==> config.mk <==
export PLATFORM = sky130hd
export DESIGN_NAME = iob_diff
export DESIGN_NICKNAME = d
export VERILOG_FILES = /design/src/rtl/iob_diff.sv
export SDC_FILE = /design/constraint.sdc
export NUM_CORES = 1
export LEC_CHECK = 0
export ABC_AREA = 1
export CORE_UTILIZATION = 49
export DETAILED_ROUTE_END_ITERATION = 8
export HOLD_SLACK_MARGIN = 0.05
export MAX_ROUTING_LAYER = met4
export PLACE_DENSITY = 0.75
export REMOVE_ABC_BUFFERS = 1
export SLEW_MARGIN = 20
export SYNTH_ARGS = -nofsm -noshare
export SYNTH_HDL_FRONTEND = slang
export SYNTH_SLANG_ARGS = --single-unit
==> constraint.sdc <==
create_clock -name clk_i -period 2.17 [get_ports clk_i]
set_input_delay 0.3255 -clock clk_i [delete_from_list [all_inputs] [get_ports clk_i]]
set_output_delay 0.3255 -clock clk_i [all_outputs]
set_load 0.005 [all_outputs]
==> src/rtl/iob_diff.sv <==
// rtl/iob_diff.sv - sample-to-increment differencer (inverse accumulator); optional IOB_DIFF_SAT_EN saturating mode
module iob_diff #(
  parameter int                DATA_W     = 21,
  parameter logic [DATA_W-1:0] RST_VAL    = {DATA_W{1'b0}},
  parameter bit                DROP_FIRST = 1'b0
) (
  input  logic              clk_i,
  input  logic              cke_i,
  input  logic              rst_i,
  input  logic              clr_i,
  input  logic              in_valid_i,
  output logic              in_ready_o,
  input  logic [DATA_W-1:0] data_i,
  output logic              out_valid_o,
  input  logic              out_ready_i,
  output logic [DATA_W-1:0] incr_o,
  output logic              ovf_o
);

  typedef enum logic {EMPTY, PRIMED} state_t;

  state_t            state;
  state_t            state_nxt;
  logic [DATA_W-1:0] prev;
  logic              accept;
  logic              emit;
  logic [DATA_W-1:0] diff;
  logic              diff_ovf;

  // A restart blocks the input; otherwise the output slot is free or draining now.
  assign in_ready_o = !clr_i && (!out_valid_o || out_ready_i);
  assign accept     = in_valid_i && in_ready_o && cke_i;

`ifdef IOB_DIFF_SAT_EN
  logic signed [DATA_W:0] wide;

  // Signed difference one bit wider, clamped to the DATA_W signed range.
  always_comb begin
    wide     = $signed({data_i[DATA_W-1], data_i}) - $signed({prev[DATA_W-1], prev});
    diff     = wide[DATA_W-1:0];
    diff_ovf = 1'b0;
    if (wide[DATA_W] != wide[DATA_W-1]) begin
      diff_ovf = 1'b1;
      diff     = wide[DATA_W] ? {1'b1, {(DATA_W-1){1'b0}}} : {1'b0, {(DATA_W-1){1'b1}}};
    end
  end
`else
  // Modular difference: exact inverse of a wrapping accumulator.
  always_comb begin
    diff     = data_i - prev;
    diff_ovf = 1'b0;
  end
`endif

  // Next state and emit decision; prev already holds RST_VAL while EMPTY.
  always_comb begin
    state_nxt = state;
    emit      = 1'b0;
    if (clr_i) begin
      state_nxt = EMPTY;
    end else if (accept) begin
      state_nxt = PRIMED;
      emit      = (state == PRIMED) || !DROP_FIRST;
    end
  end

  // State register.
  always_ff @(posedge clk_i) begin
    if (cke_i) begin
      if (rst_i) state <= EMPTY;
      else       state <= state_nxt;
    end
  end

  // Previous-sample register.
  always_ff @(posedge clk_i) begin
    if (cke_i) begin
      if (rst_i || clr_i) prev <= RST_VAL;
      else if (accept)    prev <= data_i;
    end
  end

  // One-deep output stage: load on emit, clear valid on drain, flush on restart.
  always_ff @(posedge clk_i) begin
    if (cke_i) begin
      if (rst_i || clr_i) begin
        out_valid_o <= 1'b0;
        incr_o      <= '0;
        ovf_o       <= 1'b0;
      end else if (emit) begin
        out_valid_o <= 1'b1;
        incr_o      <= diff;
        ovf_o       <= diff_ovf;
      end else if (out_ready_i) begin
        out_valid_o <= 1'b0;
      end
    end
  end

endmodule

==> impl_metrics.py <==
metrics = {
    "cells_and_area": {
        "antennaDiodeCount": 0,
        "fillCellCount": 519,
        "final_layout_size_suffix_gt1_share_pct": 13.36,
        "area_delta_synth_final_pct": 27.24,
        "nets": 527,
        "multi_input_area_sq_mm": 0.001399,
        "seqCellArea_sq_mm": 0.001291,
        "instances_no_fill": 554,
        "final_util_pct": 65.25,
    },
    "detailed_routing": {
        "first_pass_iters": 5,
        "vias": 2717,
        "drt_iter0_drc": 182,
        "ant_nets": 0,
        "routed_wl_microns": 6586,
        "via_per_inst": 4.904,
        "drc_errors": 0,
        "wl_per_cell_microns": 11.89,
    },
    "flow_run": {
        "maxCapViolations": 0,
    },
    "clocking": {
        "htree_levels": 2,
        "clk_pin_slew_ps": 80,
        "clk-insertion-delay-late_ps": 300,
        "cts-root-buf": "clkbuf_8",
        "ctsLongestPathBuffers": 2,
        "postCtsHoldBufs": 0,
        "numCtsBuffers": 5,
        "cts.sinks": 43,
        "cts_tree": "built",
    },
    "global_routing": {
        "gr-usage-all-layers_pct": 23.19,
        "grt_start_max_net_pins": 22,
        "grt_pass1_vias": 2616,
        "antenna_found_initial": 0,
        "grt_pass1_wl_microns": 11350,
        "grt.overflow.total": 0,
    },
    "critical_path": {
        "end_kind": "flop",
        "cp.required_ps": 2230,
        "crit_fanout": 6,
        "worst_setup_path_start_kind": "input port",
        "criticalPathCategory": "input port to flop",
        "crit_arrival_ps": 2080,
    },
    "placement": {
        "dp.cells": 547,
        "io_buffers": 49,
        "dp_hpwl_microns": 5174,
        "place_congestion": 0.8665,
    },
    "sta": {
        "rsz0062_at_grt": "no",
        "skew_ps": 3.643,
        "timing.final.hold_violations": 0,
        "slew_violations": 0,
        "setup_violations": 0,
        "period_minus_slack_ps": 2022,
        "period_share_pct": 93.19,
        "fmax_mhz": 494.5,
    },
    "logic_synthesis": {
        "avgSynthCellArea_sq_um": 7.541,
        "yosys-top-cells-area": "edfxtp_1 (42%), nand2_1 (12%), inv_1 (11%)",
        "synth-main-ff-cell": "edfxtp_1",
        "ys_warn_count": 0,
        "synth_area_sq_mm": 0.003054,
        "syn_inst": 405,
        "synth_edf_count": 43,
        "yosysTopAreaCellShare_pct": 42.28,
        "synth_largest_area_cell": "edfxtp_1",
        "ys_seq_elements": 43,
        "ys_seq_area_share_pct": 42.28,
        "synth-async-reset-ratio_pct": 0,
        "synth_cell_type_count": 29,
    },
    "die": {
        "core_sq_mm": 0.005956,
        "rows": 28,
        "io_pins": 51,
        "design.die.area_sq_mm": 0.006553,
        "die_h_microns": 80.95,
        "initial_core_util_pct": 51.28,
        "dieWidth_microns": 80.95,
    },
    "worst_hold_path": {
        "hp-class": "flop to flop",
    },
    "power": {
        "ir_drop_uv": 318.1,
        "p_per_area_mw_per_mm2": 557.3,
        "p_leak_uw": 0.001889,
        "power.total_uw": 2166,
    },
    "outcome": {
        "outcome": "finished, final reports clean",
    },
}
[worst max-delay path, cell delays in order]
cell             delay [ps]
clkdlybuf4s50_1         430
ha_1                    410
a21oi_1                 280
and2_4                  210
nor2_2                   30
nor2_1                  170
nand3_1                 110
nand2_1                  70
nor2_1                   40
[path summary, 6_finish.rpt]
check / depth (start not counted) / slack (ps) / to / startpoint
worst max-delay path: 9 / 150 / incr_o[16] / data_i[11]
worst min-delay path: 2 / 670 / incr_o[0] / prev[0]
worst max register to register: 9 / 270 / incr_o[16] / prev[11]
worst min register to register: 2 / 670 / incr_o[0] / prev[0]
[power breakdown]
group          switching, uW  leakage, uW  internal [uW]
Clock                    278    0.0000414            215
Combinational            376      0.00142            302
Sequential              15.0     0.000429            980
[placed cells by master, fill, tap and decap left out, types with 2 or more instances in the layout]
cell             count
a21oi_2              3
o21bai_1             4
edfxtp_1            43
nand4_1              3
clkinv_1             3
nand2_1             97
nor2_4               2
inv_1               86
buf_4               22
clkdlybuf4s50_1     49
xor2_1               2
ha_1                19
nand3_1             16
nor2_2               7
o21ai_0              6
a21oi_1             24
nand2_2             10
nor2_1              56
nand3_2              4
nor3_1               3
inv_2                5
clkbuf_8             5
[flip-flops by register name (all words and copies together), names as in the netlist]
register and count:
incr_o 21, out_valid_o 1, prev 21
[cell usage after synthesis, types with 5 or more instances]
| cell | n |
|---|---|
| a21oi_1 | 27 |
| edfxtp_1 | 43 |
| ha_1 | 20 |
| inv_1 | 86 |
| inv_2 | 5 |
| nand2_1 | 97 |
| nand2_2 | 10 |
| nand3_1 | 16 |
| nor2_1 | 56 |
| nor2_2 | 7 |
| o21ai_0 | 6 |
[cell families (layout without fill, tap and decap cells)]
logic type	after synthesis	in the layout	share of synthesized area [%]
and+or+nand+nor	202	202	29.13
adders and majority gates	21	21	8.849
other	1	1	0.1228
DFF	43	43	42.28
xor gates and xnor gates	2	2	0.5736
buffers and inverters	98	172	12.45
AOI/OAI and AO/OA	38	38	6.596
[repair_timing]
action / 4_1_cts / 5_1_grt
gates resized for setup: 0 / 3
setup buffers: 0 / 0
endpoints found under the hold margin: 0 / 0
setup endpoints to repair: 0 / 4
[stage by stage]
step                      TNS (ps)  hold WS, ps  setup slack [ps]  cell area (sq um)
after detailed placement     -1831        638.4            -246.4               3800
final                            0        665.5             147.8               3886
after global placement       -1330        630.9            -206.5               3800
after CTS                        0        650.1             74.16               3877
after global routing             0        686.4             37.81               3886
after floorplan              -1872        533.5            -44.57               3023
[layout make-up]
| type | instances | share of cell area [%] |
|---|---|---|
| clock buffer | 5 | 1.771 |
| clock inverter | 2 | 0.2254 |
| inverter | 93 | 8.983 |
| multi-input combinational | 264 | 35.99 |
| sequential | 43 | 33.23 |
| tap | 75 | 2.415 |
| timing repair buffer | 72 | 17.39 |
[layer usage]
layer	track usage, %	vias to the layer above	share of wire (%)
li1	-	1402	-
met1	28.65	1219	45
met2	39.24	87	48
met3	3.596	9	4.9
met4	6.429	0	1.4
met5	-	-	0
Note: power is estimated with default switching activity, not from simulation.
